===== src/rtl/shiftrows_mixcols.sv =====
// AES round-datapath stage: ShiftRows on capture, then column-serial MixColumns.
// Sits between subbytes and AddRoundKey. The last_round flag skips MixColumns.
// Holds one block at a time, with a valid/ready handshake on both sides.
//
// state | meaning
// ------+--------------------------------------------------------------
// IDLE  | empty; in_ready high, waiting for a block from subbytes
// MIX   | mixing COLS_PER_CYCLE columns per clock, starting at cnt_q
// DONE  | result presented on data_out until out_ready
module shiftrows_mixcols #(
  parameter int COLS_PER_CYCLE = 1
) (
  input  logic         clk,
  input  logic         rst,
  input  logic [127:0] sb_in,
  input  logic         in_valid,
  output logic         in_ready,
  input  logic         last_round,
  output logic [127:0] data_out,
  output logic         out_valid,
  input  logic         out_ready
);

  generate
    if (COLS_PER_CYCLE != 1 && COLS_PER_CYCLE != 2 && COLS_PER_CYCLE != 4) begin : g_bad_cols
      $error("shiftrows_mixcols: COLS_PER_CYCLE must be 1, 2 or 4");
    end
  endgenerate

  typedef enum logic [1:0] {IDLE, MIX, DONE} state_t;

  state_t       state_q, state_d;
  logic [1:0]   cnt_q, cnt_d;
  logic [127:0] blk_q, blk_d;
  logic         last_q, last_d;
  logic         accept;
  logic [2:0]   cnt_end;
  logic         mix_last;

  function automatic logic [7:0] xtime(input logic [7:0] b);
    return {b[6:0], 1'b0} ^ (b[7] ? 8'h1b : 8'h00);
  endfunction

  function automatic logic [31:0] mix_col(input logic [31:0] col);
    logic [7:0] a0, a1, a2, a3;
    {a0, a1, a2, a3} = col;
    return {xtime(a0) ^ xtime(a1) ^ a1 ^ a2 ^ a3,
            a0 ^ xtime(a1) ^ xtime(a2) ^ a2 ^ a3,
            a0 ^ a1 ^ xtime(a2) ^ xtime(a3) ^ a3,
            xtime(a0) ^ a0 ^ a1 ^ a2 ^ xtime(a3)};
  endfunction

  // byte k lives at [127-8k -: 8], row = k%4, col = k/4; row r rotates left by r
  function automatic logic [127:0] shift_rows(input logic [127:0] s);
    logic [127:0] o;
    o = '0;
    for (int c = 0; c < 4; c++) begin
      for (int r = 0; r < 4; r++) begin
        o[127-8*(4*c+r) -: 8] = s[127-8*(4*((c+r)%4)+r) -: 8];
      end
    end
    return o;
  endfunction

  assign accept   = in_valid && in_ready;
  // cnt_end wraps to 0 in its low bits after column 3, which is the restart value
  assign cnt_end  = {1'b0, cnt_q} + 3'(COLS_PER_CYCLE);
  assign mix_last = cnt_end[2] || last_q;

  // state register
  always_ff @(posedge clk) begin
    if (rst) state_q <= IDLE;
    else     state_q <= state_d;
  end

  // next-state logic
  always_comb begin
    state_d = state_q;
    unique case (state_q)
      IDLE:    if (accept) state_d = last_round ? DONE : MIX;
      MIX:     if (mix_last) state_d = DONE;
      DONE:    if (out_ready) state_d = IDLE;
      default: state_d = IDLE;
    endcase
  end

  // outputs: only DONE exposes the state register
  always_comb begin
    in_ready  = (state_q == IDLE) && !rst;
    out_valid = (state_q == DONE);
    data_out  = out_valid ? blk_q : '0;
  end

  // datapath next values: capture with ShiftRows, then mix columns in place
  always_comb begin
    blk_d  = blk_q;
    cnt_d  = cnt_q;
    last_d = last_q;
    unique case (state_q)
      IDLE: begin
        if (accept) begin
          blk_d  = shift_rows(sb_in);
          last_d = last_round;
          cnt_d  = '0;
        end
      end
      MIX: begin
        if (!last_q) begin
          for (int c = 0; c < 4; c++) begin
            if (c >= int'(cnt_q) && c < int'(cnt_end)) begin
              blk_d[127-32*c -: 32] = mix_col(blk_q[127-32*c -: 32]);
            end
          end
        end
        cnt_d = mix_last ? 2'd0 : cnt_end[1:0];
      end
      default: ;
    endcase
  end

  // datapath registers
  always_ff @(posedge clk) begin
    if (rst) begin
      blk_q  <= '0;
      cnt_q  <= '0;
      last_q <= 1'b0;
    end else begin
      blk_q  <= blk_d;
      cnt_q  <= cnt_d;
      last_q <= last_d;
    end
  end

endmodule


===== config.mk =====
export PLATFORM = sky130hd
export DESIGN_NAME = shiftrows_mixcols
export DESIGN_NICKNAME = d
export VERILOG_FILES = /design/src/rtl/shiftrows_mixcols.sv
export SDC_FILE = /design/constraint.sdc
export NUM_CORES = 1
export LEC_CHECK = 0
export CORE_MARGIN = 1
export CORE_UTILIZATION = 47
export DETAILED_ROUTE_END_ITERATION = 16
export PLACE_DENSITY = 0.79
export REMOVE_ABC_BUFFERS = 1
export SLEW_MARGIN = 20
export SYNTH_ARGS = -nofsm -noshare
export SYNTH_HDL_FRONTEND = slang
export SYNTH_SLANG_ARGS = --single-unit

===== constraint.sdc =====
create_clock -name clk -period 1.64 [get_ports clk]
set_input_delay 0.246 -clock clk [delete_from_list [all_inputs] [get_ports clk]]
set_output_delay 0.246 -clock clk [all_outputs]
set_load 0.05 [all_outputs]

==> results of run 1 <==
-- synthesized netlist by cell type (all sizes together) (11+ instances only) --
cell type,n,area (um^2)
xnor2,197,1730
and2,139,870
nand2,108,408
xnor3,67,1510
xor3,12,285
dfxtp,133,2660
a22oi,35,263
a311oi,35,307
a211oi,47,408
nor2,107,409
buf,45,256
a21oi,54,308
clkbuf,71,267
o22ai,34,213
mux2i,20,200
xor2,69,604
nand3b,11,82.6
-- state kept, by name, indices dropped and copies added (netlist names) --
signal / flops
blk_q: 128
cnt_q: 2
last_q: 1
state_q: 2
-- layout make-up --
type                       instances  area share, %
multi-input combinational        978           48.0
timing repair buffer             368           30.4
sequential                       133           15.6
clock buffer                      20           2.72
tap                              313           2.28
clock inverter                    12          0.890
inverter                           3         0.0657
antenna                            2         0.0292
-- placed cells by master, fill, tap and decap left out, types with 6 or more instances in the layout --
master	n
sky130_fd_sc_hd__nor3_1	7
sky130_fd_sc_hd__buf_16	6
sky130_fd_sc_hd__buf_12	151
sky130_fd_sc_hd__o22ai_1	34
sky130_fd_sc_hd__xnor3_1	67
sky130_fd_sc_hd__clkdlybuf4s50_1	131
sky130_fd_sc_hd__nand2_1	106
sky130_fd_sc_hd__clkbuf_16	23
sky130_fd_sc_hd__xor2_1	69
sky130_fd_sc_hd__a211oi_1	36
sky130_fd_sc_hd__a311oi_1	34
sky130_fd_sc_hd__nor2_1	105
sky130_fd_sc_hd__dfxtp_1	131
sky130_fd_sc_hd__a21oi_1	50
sky130_fd_sc_hd__and2_1	38
sky130_fd_sc_hd__a22oi_1	35
sky130_fd_sc_hd__mux2i_1	20
sky130_fd_sc_hd__nand4b_1	7
sky130_fd_sc_hd__xnor2_1	196
sky130_fd_sc_hd__xor3_1	12
sky130_fd_sc_hd__nand3b_1	11
sky130_fd_sc_hd__a211oi_2	11
sky130_fd_sc_hd__and2_4	101
sky130_fd_sc_hd__buf_4	71
sky130_fd_sc_hd__o211ai_1	7
-- path summary, 6_finish.rpt --
| kind | endpoint | slack (ns) | cells past startpoint |
|---|---|---|---|
| setup / recovery | data_out[0] | -0.31 | 7 |
| hold / removal | last_q | 0.36 | 3 |
| setup reg to reg | blk_q[31] | -0.24 | 6 |
| hold reg to reg | cnt_q[1] | 0.57 | 2 |
-- worst max-delay path, delay by kind of cell, from the launching register on --
kind / cells / cell delay, ns
buffers and inverters: 5 / 0.66
DFF: 1 / 0.32
and+or+nand+nor: 2 / 0.30
-- layer usage --
| metal | up-vias | share of wire (%) | global-route usage [%] |
|---|---|---|---|
| met1 | 4878 | 39 | 34.7 |
| met5 | - | 0 | 0 |
| met3 | 68 | 6.9 | 4.86 |
| met2 | 455 | 52 | 50.6 |
| li1 | 4724 | - | - |
| met4 | 0 | 2.5 | 9.66 |
-- what timing repair did --
action	CTS	global route
pin swaps	2	7
cloned	5	6
endpoints found under the setup margin	241	258
hold buffers	0	0
gates resized for setup	101	26
buffers inserted	7	4
-- power by group through the flow --
stage | Sequential (mW) | Clock [mW] | Combinational, mW
3_3_place_gp | 4.02 | 0 | 5.40
6_report | 3.99 | 4.09 | 5.82
3_5_place_dp | 4.04 | 0 | 5.56
4_1_cts | 3.98 | 4.12 | 5.73
5_1_grt | 4.04 | 4.26 | 6.23
2_1_floorplan | 3.96 | 0 | 3.93
-- cell families (layout without fill, tap and decap cells) --
kind of cell | after synthesis | count (layout) | synth area share, %
other | 0 | 2 | 0
adder cells (fa/ha/maj) | 4 | 4 | 0.449
AO/OA/AOI/OAI | 224 | 224 | 14.8
multiplexers | 20 | 20 | 1.80
AND/OR/NAND/NOR | 385 | 385 | 17.2
buffers and inverters | 119 | 403 | 4.79
XOR/XNOR | 345 | 345 | 37.1
flip-flops | 133 | 133 | 23.9
-- per-stage QoR --
| stage | total power, mW | area, um^2 | hold slack, ns | TNS (ns) |
|---|---|---|---|---|
| 5_1_grt | 14.5 | 17100 | 0.364 | -61.83 |
| 6_report | 13.9 | 17200 | 0.357 | -42.27 |
| 4_1_cts | 13.8 | 16900 | 0.349 | -42.56 |
| 3_5_place_dp | 9.60 | 15800 | 0.556 | -56.67 |
| 3_3_place_gp | 9.42 | 15800 | 0.535 | -50.84 |
| 2_1_floorplan | 7.89 | 10600 | 0.311 | -680.43 |
==> impl.org, run 1 <==
** Run status
- Run status :: finished with violations
- Violations in the final reports :: negative setup slack

** Yosys
- Summing every instance area after synthesis gives 11100 um^2.
- Netlist cell types :: 41
- Counting flops and latches in the post-synthesis netlist gives 133.
- The share of the Yosys chip area taken by registers is around a quarter.
- Async set-or-reset flop fraction in the synthesized netlist :: 0%
- Synthesis produced 1230 cells.
- EDFF count, synth :: 0
- Post-Synthesis Mean Instance Area :: roughly 9.1 um^2
- The most used flip-flop cell after synthesis is sky130_fd_sc_hd__dfxtp_1.
- Ys Warns :: 0

** Job
- Maxcap violations :: 0

** Worst setup path
- Cell Chain, Critical Path :: buf_6, nor2b_4, buf_12, buf_12, clkbuf_16, and2_4, buf_12
- Reg-to-reg startpoint :: state_q[0]
- The slowest stage of the critical path belongs to the cell sky130_fd_sc_hd__dfxtp_2.
- The setup path with the least slack is of type reg2out.
- Startpoint class of the critical path :: flip-flop
- Crit path max fanout :: 7
- For the worst setup path, the data arrival time is 1.70 ns.
- Crit path from :: state_q[0]
- STA classifies the critical path endpoint as an output port.
- On the worst path, the slowest cell contributes a delay of 0.32 ns.
- At the worst endpoint, the required time is 1.39 ns.
- Most frequent CP cell :: sky130_fd_sc_hd__buf_12

** Worst hold path
- The path class of the tightest hold or removal check is in2reg.
- Hold Startpoint :: rst

** Placement
- Final weighted congestion in routability-driven placement :: 0.882
- After detailed placement, the design holds a cell count of ~1.8k.
- Buffers on Ports :: 262
- Prior to clock tree synthesis, the placed netlist has a worst setup slack of -0.579 ns.
- Post-detailed-placement half-perimeter wirelength :: 23800 um

** Clock tree
- The clock passes through at most 2 buffers.
- For the worst-skew pair, the clock arrives at the later sink with an insertion delay of 0.42 ns.
- Master cell of the clock root buffer :: sky130_fd_sc_hd__clkbuf_16
- Level count of the clock H-tree :: 4
- Clock edge transition at the registers on the reported setup and hold paths :: around 0.060 ns
- For this design, the sink count on the clock tree is between 100 and 150.
- CTS tree :: done
- In this run, CTS created clock tree buffers numbering 17.

** Drt
- Summing over every cut layer, the via total after detailed routing is 10.1k.
- Wires add up to 35600 um.
- Number of iterations in the first detailed-routing pass :: 5
- Drt via density :: 5.54
- The first routing iteration left 655 violations.
- In this run the remaining antenna-violating nets after routing total 0.
- In the routed design, unresolved DRC markers number 0.
- Mean routed wirelength per cell :: 19.4 um

** Layout
- Sequential Area :: 2670 um^2
- The count of cells in the finished layout, fillers not included, comes to 1829.
- The final layout contains 1638 nets.
- Share of layout cells above drive strength 1 :: 26.2%
- Area of the multi-input gates :: 8240 um^2
- At the end of the flow the core is filled with cells to 74.9%.
- Number of filler cells placed in the layout :: 1501
- Layout Area Growth over Synthesis :: 53.9%

** Timing
- In this run the tightest slew margin relative to its limit is between 40% and 50%.
- Final Hold Viols :: 0
- The worst path uses 119% of the clock period.
- RSZ-0062 raised after global routing :: yes
- The final max-slew violation count was 0.
- Actual slew at the worst max-slew pin :: 0.746 ns
- Derived from the worst setup path, the maximum achievable clock frequency is 0.513 GHz.
- Final Setup Violations :: approximately 230
- The worst path in the final design needs a cycle of 1.95 ns, including I/O delays and setup.
- In the post-route analysis, the smallest setup slack over all paths is -0.310 ns.
- Clock skew :: 0.0122 ns

** Pwr
- The clock network burns 29.4% of the power.
- For this design the static power due to leakage is 6.92 nW.
- Switching share of power :: 32.9%
- The worst-case IR drop observed on VDD is 0.574 mV.
- In this run the power spent charging and discharging nets is 4.58 mW.
- Cell internal power was estimated by the tool at 9.32 mW.
- Combinational Power Share :: 41.9%
- Power density of the placed cells :: between 800 and 900 nW/um^2
- Sequential Power Share :: 28.7%

** Die
- Pin placement for this block handled 263 I/O pins.
- Std cell rows :: 55
- The die is roughly 160 um tall.
- From left edge to right edge, the die measures 156 um.
- For this configuration, the core starts out at a cell density of 48.6%.
- Die area :: about 24000 um^2
- In this run the standard cell core region covers roughly 23000 um^2.

** Global routing
- Summed over all layers, the global routing overflow is 0.
- Total routing usage reported by global routing :: 28.5%
- Number of antenna violations at the first check in global routing :: 2
- The first global-routing pass estimated 54800 um of wire.
- Via count of the first global-routing pass :: 10.2k
- Entering global routing, the biggest net connects 56 pins.
Power figures use the tool's default switching activity.
==> inputs of run 2 (changes only) <==
--- a/config.mk
+++ b/config.mk
@@ -5,12 +5,14 @@
 export SDC_FILE = /design/constraint.sdc
 export NUM_CORES = 1
 export LEC_CHECK = 0
-export CORE_MARGIN = 1
-export CORE_UTILIZATION = 47
+export CORE_MARGIN = 2
+export CORE_UTILIZATION = 59
 export DETAILED_ROUTE_END_ITERATION = 16
-export PLACE_DENSITY = 0.79
+export DONT_BUFFER_PORTS = 1
+export PLACE_DENSITY = 0.78
 export REMOVE_ABC_BUFFERS = 1
 export SLEW_MARGIN = 20
 export SYNTH_ARGS = -nofsm -noshare
 export SYNTH_HDL_FRONTEND = slang
 export SYNTH_SLANG_ARGS = --single-unit
+export TNS_END_PERCENT = 5
==> run 2 against run 1 <==
Against the previous run: critical path type unchanged; cell area decreased by 6.7%; register-to-register slack improved by 0.05 ns; the run ends with negative hold slack, negative setup slack left; sequential power increased by 1%.
==> impl.org, run 2 (synthesis gave the netlist of run 1 again) <==
** Placement
- Post-detailed-placement half-perimeter wirelength :: 22600 um
- After detailed placement, the design holds a cell count of about 1.5k.
- Routability-driven placement finished with a final weighted congestion of 0.889.
- Buffers on Ports :: 0
- After detailed placement, the total cell area comes to 14200 um^2.

** Clock tree
- CTS tree :: done
- The tree is rooted in a sky130_fd_sc_hd__clkbuf_16.
- Clock edge transition at the registers on the reported setup and hold paths :: 0.06 ns
- Level count of the clock H-tree :: 4
- Worst-skew pair later-pin latency :: 0.43 ns
- CTS saw 133 sinks.
- Counting along the longest clock path gives a buffer depth of 2.
- In this run, CTS created clock tree buffers numbering 17.

** Timing
- Final Hold Viols :: 69
- Final Setup Violations :: 255
- Slew HR :: 49.6%
- Across all setup checks in the final design, the least slack found is -0.343 ns.
- Hold_ws :: -0.111 ns
- Max frequency :: 0.504 GHz
- Of the available clock period, the critical path in the final layout requires 121%.
- Setup repair after global routing could not meet its margin everywhere.
- Clock skew :: 0.00900 ns
- Actual slew at the worst max-slew pin :: 0.751 ns
- Setup total negative slack on the finished layout was measured at -47.76 ns.
- Post-layout minimum cycle time :: between 1.5 and 2 ns
- The final max-slew violation count is 0.

** Global routing
- Summed over all layers, the global routing overflow is 0.
- Largest net degree at the start of global routing :: 145
- Total routing usage reported by global routing :: 35.9%
- The first global-routing pass estimated 56700 um of wire.
- The number of antenna violations at the first check in global routing was 0.
- Via count of the first global-routing pass :: about 10k

** Layout
- Filler-free cell count of the finished design :: 1602
- Commonest non-fill, non-tap cells in the layout :: 195 x sky130_fd_sc_hd__xnor2_1, 148 x sky130_fd_sc_hd__buf_12, 132 x sky130_fd_sc_hd__dfxtp_1
- Leaving out fill and tap cells, the most frequent cell in the layout is sky130_fd_sc_hd__xnor2_1.
- After routing the design area is 16000 um^2.
- Cells with a size suffix above 1 make up a little over a third of the layout.
- Register with the highest flop count :: blk_q
- The register with the most flip-flops in the layout has 128 of them.
- Top flop regs :: blk_q x128, cnt_q x2, state_q x2
- Core utilization of the finished layout :: about 86%
- The area growth from synthesis to layout is 43.7%.
- The number of antenna diodes in the final layout is 0.
- Number of nets in the final layout :: 1492

** Worst setup path
- In this design, the critical path's most frequently occurring cell is sky130_fd_sc_hd__buf_12.
- Cell Chain, Critical Path :: buf_6, nor2b_4, buf_4, buf_12, clkbuf_16, and2_4, buf_12
- The largest single stage delay on the critical path is roughly 0.32 ns.
- Data on the critical path is required at its endpoint by between 1 and 1.5 ns.
- STA puts the critical path data arrival time at between 1.5 and 2 ns.
- Of all nets on the critical path, the largest fanout is 9.
- The worst setup path is launched from a flip-flop.
- Among all stages on the critical path, the largest delay is contributed by sky130_fd_sc_hd__dfxtp_2.
- Endpoint type of the worst setup path :: output port
- Crit path kind :: reg2out

** Pwr
- Power density of the placed cells :: 838 nW/um^2
- Largest voltage drop on the vdd net :: between 0.7 and 0.8 mV
- Leakage power :: 6.39 nW

** Drt
- Number of iterations in the first detailed-routing pass :: 5
- After detailed routing, the average wire length per cell comes to 24.0 um.
- Number of DRC markers in iteration 0 :: 809
- The routed design has 38400 um of wire.
- After detailed routing, the number of remaining DRC violations is 0.
- In this run the remaining antenna-violating nets after routing total 0.
- Count of vias placed by the detailed router :: 10.3k
- Drt via density :: 6.40

** Die
- X dimension of the die :: 141 um
- Die height :: between 100 and 150 um
- Pin placement for this block handled 263 I/O pins.
- The die covers around 20000 um^2.
- Std cell rows :: 50
- Standard cell core area :: 18600 um^2
- Once the floorplan was initialized, standard cells occupied 59.8% of the core.

** Run status
- Run status :: finished with violations
- The checks that failed: negative hold slack, negative setup slack.

** Job
- Across the run, the number of max-cap violations was 0.

** Worst hold path
- Kind of path behind the tightest hold check :: in2reg
run 2: cell count changes in the layout (fill, tap and decap cells not counted), moves of 16 or more:
cell	change
sky130_fd_sc_hd__clkdlybuf4s50_1	-131
sky130_fd_sc_hd__a22oi_1	-34
sky130_fd_sc_hd__a22oi_2	+34
sky130_fd_sc_hd__and2_1	-27
sky130_fd_sc_hd__and2_4	+27
sky130_fd_sc_hd__a21oi_1	-22
sky130_fd_sc_hd__a21oi_2	+21
sky130_fd_sc_hd__buf_4	-17
sky130_fd_sc_hd__a211oi_1	-16
sky130_fd_sc_hd__a211oi_2	+16
run 2: layout make-up:
class	count	area, um^2
tap	234	293
inverter	3	11.3
clock buffer	24	482
clock inverter	8	75.1
timing repair buffer	222	3800
fill	818	2630
sequential	133	2660
multi-input combinational	978	8680
run 2: worst max-delay path, delay by kind of cell (launching register included):
family / cells / cell delay, ns
buf+inv: 5 / 0.70
flops: 1 / 0.32
simple gates: 2 / 0.29
run 2: where the power goes:
part | leakage (nW) | switching, mW | internal (mW)
clock network | 0.262 | 1.53 | 2.20
registers | 1.09 | 0.524 | 3.51
logic | 5.04 | 2.62 | 3.03
total | 6.39 | 4.67 | 8.74
run 2: stage by stage:
| step | setup WS [ns] | power (mW) |
|---|---|---|
| CTS | -0.313 | 13.1 |
| finish | -0.343 | 13.4 |
| global route | -0.379 | 13.9 |
| floorplan | -3.45 | 7.89 |
| global placement | -0.0114 | 8.92 |
| detailed placement | -0.116 | 9.13 |
run 2: repair_timing:
item                       in CTS  in global routing
hold endpoints to repair      126                126
setup endpoints to repair     197                258
gates resized for setup       173                 67
gates cloned                    8                  3
pin swaps                      46                 82
setup buffers                   8                  3
run 2: final timing paths:
check | from | end | slack (ns) | depth (start not counted)
setup reg to reg | state_q[0] | blk_q[4] | -0.19 | 7
setup / recovery | state_q[0] | data_out[96] | -0.34 | 7
hold reg to reg | cnt_q[0] | cnt_q[0] | 0.56 | 2
hold / removal | rst | blk_q[110] | -0.11 | 1
run 2: metal layers:
metal	routed length, um	share of wire (%)	track usage (%)
met2	19200	50	60.8
met5	0	0	0
met1	14000	37	44.2
met3	3250	8.5	7.73
met4	1900	4.9	15.9
